**config.mk**
```make
export PLATFORM = sky130hd
export DESIGN_NAME = queen_search_controller
export DESIGN_NICKNAME = d
export VERILOG_FILES = /design/src/rtl/queen_search_controller.sv
export SDC_FILE = /design/constraint.sdc
export NUM_CORES = 1
export LEC_CHECK = 0
export CORE_MARGIN = 10
export CORE_UTILIZATION = 42
export DETAILED_ROUTE_END_ITERATION = 8
export PLACE_DENSITY = 0.7
export SLEW_MARGIN = 40
export SYNTH_ARGS = -nofsm -noshare
export SYNTH_HDL_FRONTEND = slang
export SYNTH_SLANG_ARGS = --single-unit
```
**constraint.sdc**
```tcl
create_clock -name clk -period 6.1 [get_ports clk]
set_input_delay 0.61 -clock clk [delete_from_list [all_inputs] [get_ports clk]]
set_output_delay 0.61 -clock clk [all_outputs]
set_load 0.02 [all_outputs]
```
**src/rtl/queen_search_controller.sv**
```systemverilog
// Sequencing FSM for the stacked N-queen solver: offers candidate rows to an
// external conflict checker, pushes/pops the external row stack, streams the board.
module queen_search_controller #(
    parameter int N     = 8,
    parameter int ROW_W = 3
) (
    input  logic             clk,
    input  logic             user_reset,
    input  logic             start,
    output logic             chk_req,
    output logic [ROW_W-1:0] cand_row,
    output logic [ROW_W-1:0] cand_col,
    input  logic             chk_ack,
    input  logic             chk_conflict,
    output logic             stk_push,
    output logic             stk_pop,
    input  logic [ROW_W-1:0] stk_top,
    output logic [ROW_W-1:0] stk_rd_idx,
    input  logic [ROW_W-1:0] stk_rd_data,
    output logic [N-1:0]     out_bus,
    output logic             out_valid,
    output logic             ready,
    output logic             done,
    output logic             no_answer
);
    localparam int               DEPTH_W = ROW_W + 1;
    localparam logic [ROW_W-1:0] LAST    = ROW_W'(N - 1);

    typedef enum logic [2:0] {IDLE, CHECK, BACKTRACK, OUTPUT, DONE, FAIL} state_t;

    state_t             state;
    logic [DEPTH_W-1:0] depth;
    logic               start_d;
    logic               start_acc;

    function automatic logic [N-1:0] row_onehot(input logic [ROW_W-1:0] row);
        return N'(1) << row;
    endfunction

    assign start_acc = start && !start_d &&
                       ((state == IDLE) || (state == DONE) || (state == FAIL));
    assign cand_col  = depth[ROW_W-1:0];

    // A push or pop issued on one edge only lands in the stack on the next edge,
    // so the cycle after each stack operation is spent waiting before the stack
    // is consulted again (checker request, stk_top, stk_rd_data).
    always_ff @(posedge clk or posedge user_reset) begin
        if (user_reset) begin
            state      <= IDLE;
            ready      <= 1'b1;
            depth      <= '0;
            cand_row   <= '0;
            start_d    <= 1'b0;
            chk_req    <= 1'b0;
            stk_push   <= 1'b0;
            stk_pop    <= 1'b0;
            stk_rd_idx <= '0;
            out_bus    <= '0;
            out_valid  <= 1'b0;
            done       <= 1'b0;
            no_answer  <= 1'b0;
        end else begin
            start_d  <= start;
            stk_push <= 1'b0;
            stk_pop  <= 1'b0;
            if (start_acc) begin
                state     <= CHECK;
                depth     <= '0;
                cand_row  <= '0;
                chk_req   <= 1'b0;
                ready     <= 1'b0;
                done      <= 1'b0;
                no_answer <= 1'b0;
                out_valid <= 1'b0;
            end else begin
                case (state)
                    CHECK: begin
                        if (!chk_req) begin
                            // cand_row is held through the push cycle so the stack captures it
                            if (stk_push) cand_row <= '0;
                            chk_req <= 1'b1;
                        end else if (chk_ack) begin
                            chk_req <= 1'b0;
                            if (!chk_conflict) begin
                                stk_push <= 1'b1;
                                depth    <= depth + DEPTH_W'(1);
                                if (depth == DEPTH_W'(N - 1)) begin
                                    state      <= OUTPUT;
                                    stk_rd_idx <= '0;
                                end
                            end else if (cand_row != LAST) begin
                                cand_row <= cand_row + ROW_W'(1);
                            end else begin
                                state <= BACKTRACK;
                            end
                        end
                    end
                    BACKTRACK: begin
                        if (!stk_pop) begin
                            if (depth == '0) begin
                                state     <= FAIL;
                                done      <= 1'b1;
                                no_answer <= 1'b1;
                                ready     <= 1'b1;
                            end else begin
                                stk_pop <= 1'b1;
                                depth   <= depth - DEPTH_W'(1);
                                if (stk_top != LAST) begin
                                    cand_row <= stk_top + ROW_W'(1);
                                    state    <= CHECK;
                                end
                            end
                        end
                    end
                    OUTPUT: begin
                        if (!stk_push) begin
                            out_bus   <= row_onehot(stk_rd_data);
                            out_valid <= 1'b1;
                            if (stk_rd_idx == LAST) begin
                                state <= DONE;
                                done  <= 1'b1;
                                ready <= 1'b1;
                            end else begin
                                stk_rd_idx <= stk_rd_idx + ROW_W'(1);
                            end
                        end
                    end
                    DONE: out_valid <= 1'b0;
                    default: ;
                endcase
            end
        end
    end
endmodule
```
==> results_tabular.tex <==
\begin{tabular}{lr}
\hline
Metric & Value \\
\hline
\multicolumn{2}{l}{\textbf{Logic synthesis}} \\
Synthesis-stage register bit count & 29 \\
Total number of yosys warnings & 0 \\
Post-synthesis net count & 179 \\
Synthesized area per cell & 10.4 um2 \\
Post-synthesis cell count & approximately 160 \\
Top\_reg\_cell synth & dfrtp\_1 \\
Count of different cell masters after synthesis & 48 \\
Proportion of synthesized flip-flops having asynchronous set or reset & 1.00 \\
Combined area of all synthesized cells & $\sim$0.0016 mm2 \\
EDFF count, synth & 0 \\
Seq/Total Area, Yosys & 0.441 \\
\multicolumn{2}{l}{\textbf{Timing}} \\
Fraction of the cycle the final worst path needs & 0.465 \\
Transition time at the pin with the least slew margin & approximately 0.65 ns \\
Number of hold violations in the final report & 0 \\
Clk\_skew & between 0.002 and 0.003 ns \\
Post-layout minimum cycle time & roughly 2.8 ns \\
Aggregate negative setup slack & 0 ns \\
Setup Viol. Count Final & 0 \\
Max Freq & around 350 MHz \\
Slew HR & 0.558 \\
Unrepaired setup endpoints after global routing & no \\
Final count of pins violating max slew & 0 \\
\multicolumn{2}{l}{\textbf{Clock network}} \\
Clock tree from TritonCTS & built \\
Total setup buffers inserted after CTS & 0 \\
Root cell of the clock tree & clkbuf\_8 \\
Num CTS Buffers & 5 \\
Count of hold-fix buffers inserted at cts & 0 \\
Post-cts repair resize count & 0 \\
Clock-pin slew reported for the worst setup and hold paths after clock tree synthesis & 0.06 ns \\
Count of H-tree levels built during CTS & 2 \\
Buffer levels on the longest clock path & 2 \\
Worst skew pair latency & approximately 0.28 ns \\
Clk sinks & 29 \\
\multicolumn{2}{l}{\textbf{Final layout}} \\
Number of non-filler instances in the completed layout & approximately 240 \\
Most frequent cells in the layout & clkdlybuf4s50\_1 (34), dfrtp\_1 (28), nand2\_1 (14) \\
NumNets Final & roughly 210 \\
End-of-flow core utilization & 0.567 \\
Layout cells sized above 1 & 0.124 \\
Area growth syn-to-layout & 27.8\% \\
Most common library cell in the layout ignoring fill and taps & clkdlybuf4s50\_1 \\
Antenna cells & 0 \\
\multicolumn{2}{l}{\textbf{Run status}} \\
Run status & finished clean \\
\multicolumn{2}{l}{\textbf{Critical path}} \\
WS Path Type & flop to flop \\
Worst Path Arrival & roughly 3.0 ns \\
Launch point of the worst path & state[1] \\
Worst r2r src & state[1] \\
Worst-path fanout max & 17 \\
Worst path required time & approximately 6.3 ns \\
Number of cells traversed by the worst register-to-register path & 7 \\
Worst Setup End Kind & flop \\
Reg-to-reg critical path endpoint & depth[3] \\
Startpoint kind of the worst setup timing path & flop \\
Register-to-register setup slack & roughly 3.3 ns \\
\multicolumn{2}{l}{\textbf{Detailed routing}} \\
Drt pass-1 iters & 4 \\
Number of vias per cell after detailed routing & roughly 5.8 \\
Via count & around 1400 \\
DRC errors left & 0 \\
DRC violation total after the first TritonRoute iteration & 37 \\
Total wire length & between 3000 and 4000 um \\
Final antenna-violating net count & 0 \\
Average routed wire per standard cell & about 16 um \\
\multicolumn{2}{l}{\textbf{GRT}} \\
First-pass GRT wire length & 6540 um \\
Remaining global-route overflow & 0 \\
Global routing usage summed across all routing layers & 0.123 \\
Largest net degree at the start of global routing & 30 \\
Number of antenna violations at the first check in global routing & 0 \\
Vias in the first global route & between 1000 and 1500 \\
\multicolumn{2}{l}{\textbf{Floorplan}} \\
Vert. Die Dim & a little over 80 um \\
Standard-cell row count & 22 \\
Die Wd & 82.7 um \\
Core Area & about 0.0037 mm2 \\
Initial core utilization & 0.444 \\
Number of ports placed on the die boundary & 35 \\
Area enclosed by the die boundary & 0.00683 mm2 \\
\multicolumn{2}{l}{\textbf{Placed design}} \\
Placed cells & 233 \\
Half-perimeter wire length after detailed placement & 2920 um \\
Final weighted congestion in routability-driven placement & 0.887 \\
Port buffer count & 34 \\
\multicolumn{2}{l}{\textbf{Worst hold path}} \\
HP Class & flop to flop \\
End point of the most critical hold path & ready \\
Hold wc startpoint & ready \\
Hold Crit Depth & 1 \\
\multicolumn{2}{l}{\textbf{Power}} \\
Static power due to leakage & between 0.9 and 1 nW \\
Peak VDD IR & 252 uV \\
PwrDens & about 570 mW/mm2 \\
\multicolumn{2}{l}{\textbf{Job}} \\
Number of violations of the max-capacitance limit & 0 \\
\hline
\end{tabular}
-- synthesized netlist by cell type, drive strengths merged, types with 2 or more instances --
| cell | instances | area, um2 |
|---|---|---|
| nor3 | 5 | 25.0 |
| nand3 | 8 | 40.0 |
| nand3b | 2 | 15.0 |
| nand2 | 14 | 52.6 |
| o21ai | 10 | 50.1 |
| and3 | 5 | 32.5 |
| inv | 8 | 30.0 |
| dfrtp | 28 | 701 |
| o21a | 2 | 15.0 |
| a21oi | 3 | 15.0 |
| o31ai | 3 | 22.5 |
| a211o | 2 | 27.5 |
| or3b | 2 | 17.5 |
| o41ai | 4 | 35.0 |
| o2bb2ai | 2 | 17.5 |
| buf | 5 | 32.5 |
| clkbuf | 3 | 11.3 |
| ha | 8 | 100 |
| xnor2 | 2 | 17.5 |
| mux2 | 11 | 131 |
| nor2b | 4 | 25.0 |
| nor2 | 8 | 30.0 |
-- sequential cells by signal, indices dropped and copies added (netlist names), 3 cells and up --
name	count
state	3
out_bus	8
stk_rd_idx	3
depth	4
cand_row	3
-- logic make-up (layout without fill, tap and decap cells) --
logic type	Yosys count	after routing	synth area share
muxes	12	12	0.0857
buffers and inverters	16	50	0.0448
xor gates and xnor gates	2	2	0.0106
and+or+nand+nor	54	54	0.175
DFF	29	29	0.441
adders and majority gates	9	9	0.0728
AOI/OAI and AO/OA	37	37	0.170
-- how the worst max path moves through the flow --
stage	end	slack, ns	cells past startpoint
6_report	depth[3]	3.26	7
5_1_grt	depth[3]	3.11	7
4_1_cts	depth[3]	3.36	7
3_5_place_dp	depth[3]	3.39	7
3_3_place_gp	state[1]	3.59	5
2_1_floorplan	depth[3]	3.92	8
-- per-stage QoR --
step,hold WS (ns),worst slack (ns),power [mW],instance area [um2]
5_1_grt,0.492,3.11,1.29,2110
6_report,0.483,3.26,1.20,2110
4_1_cts,0.485,3.36,1.21,2110
2_1_floorplan,0.515,3.92,0.818,1650
3_3_place_gp,0.465,3.59,1.02,2010
3_5_place_dp,0.472,3.39,1.03,2010
-- routing by layer --
| metal | vias up | GRT usage | share of wire |
|---|---|---|---|
| li1 | 656 | - | - |
| met1 | 675 | 0.149 | 0.45 |
| met2 | 54 | 0.184 | 0.44 |
| met3 | 10 | 0.0572 | 0.095 |
| met4 | 0 | 0.0518 | 0.017 |
| met5 | - | 0 | 0 |
-- cell type report --
type | count | area (um2)
fill | 337 | 1610
multi-input combinational | 114 | 848
sequential | 29 | 727
timing repair buffer | 34 | 340
clock buffer | 7 | 96.3
tap | 48 | 60.1
inverter | 8 | 30.0
clock inverter | 1 | 5.00
-- worst max-delay path, cell delays in order, from the launching register on --
cell,delay [ns]
dfrtp_1,0.63
or3b_1,0.54
inv_2,0.20
ha_1,0.21
nand3_1,0.15
a2111oi_0,0.62
a311oi_1,0.13
o31ai_1,0.26
-- power breakdown --
| part | switching, mW | total (mW) | internal [mW] | leakage (nW) |
|---|---|---|---|---|
| Combinational | 0.326 | 0.649 | 0.323 | 0.503 |
| Clock | 0.0700 | 0.172 | 0.102 | 0.0542 |
| Sequential | 0.106 | 0.383 | 0.277 | 0.366 |
(Power assumes the default switching activity.)
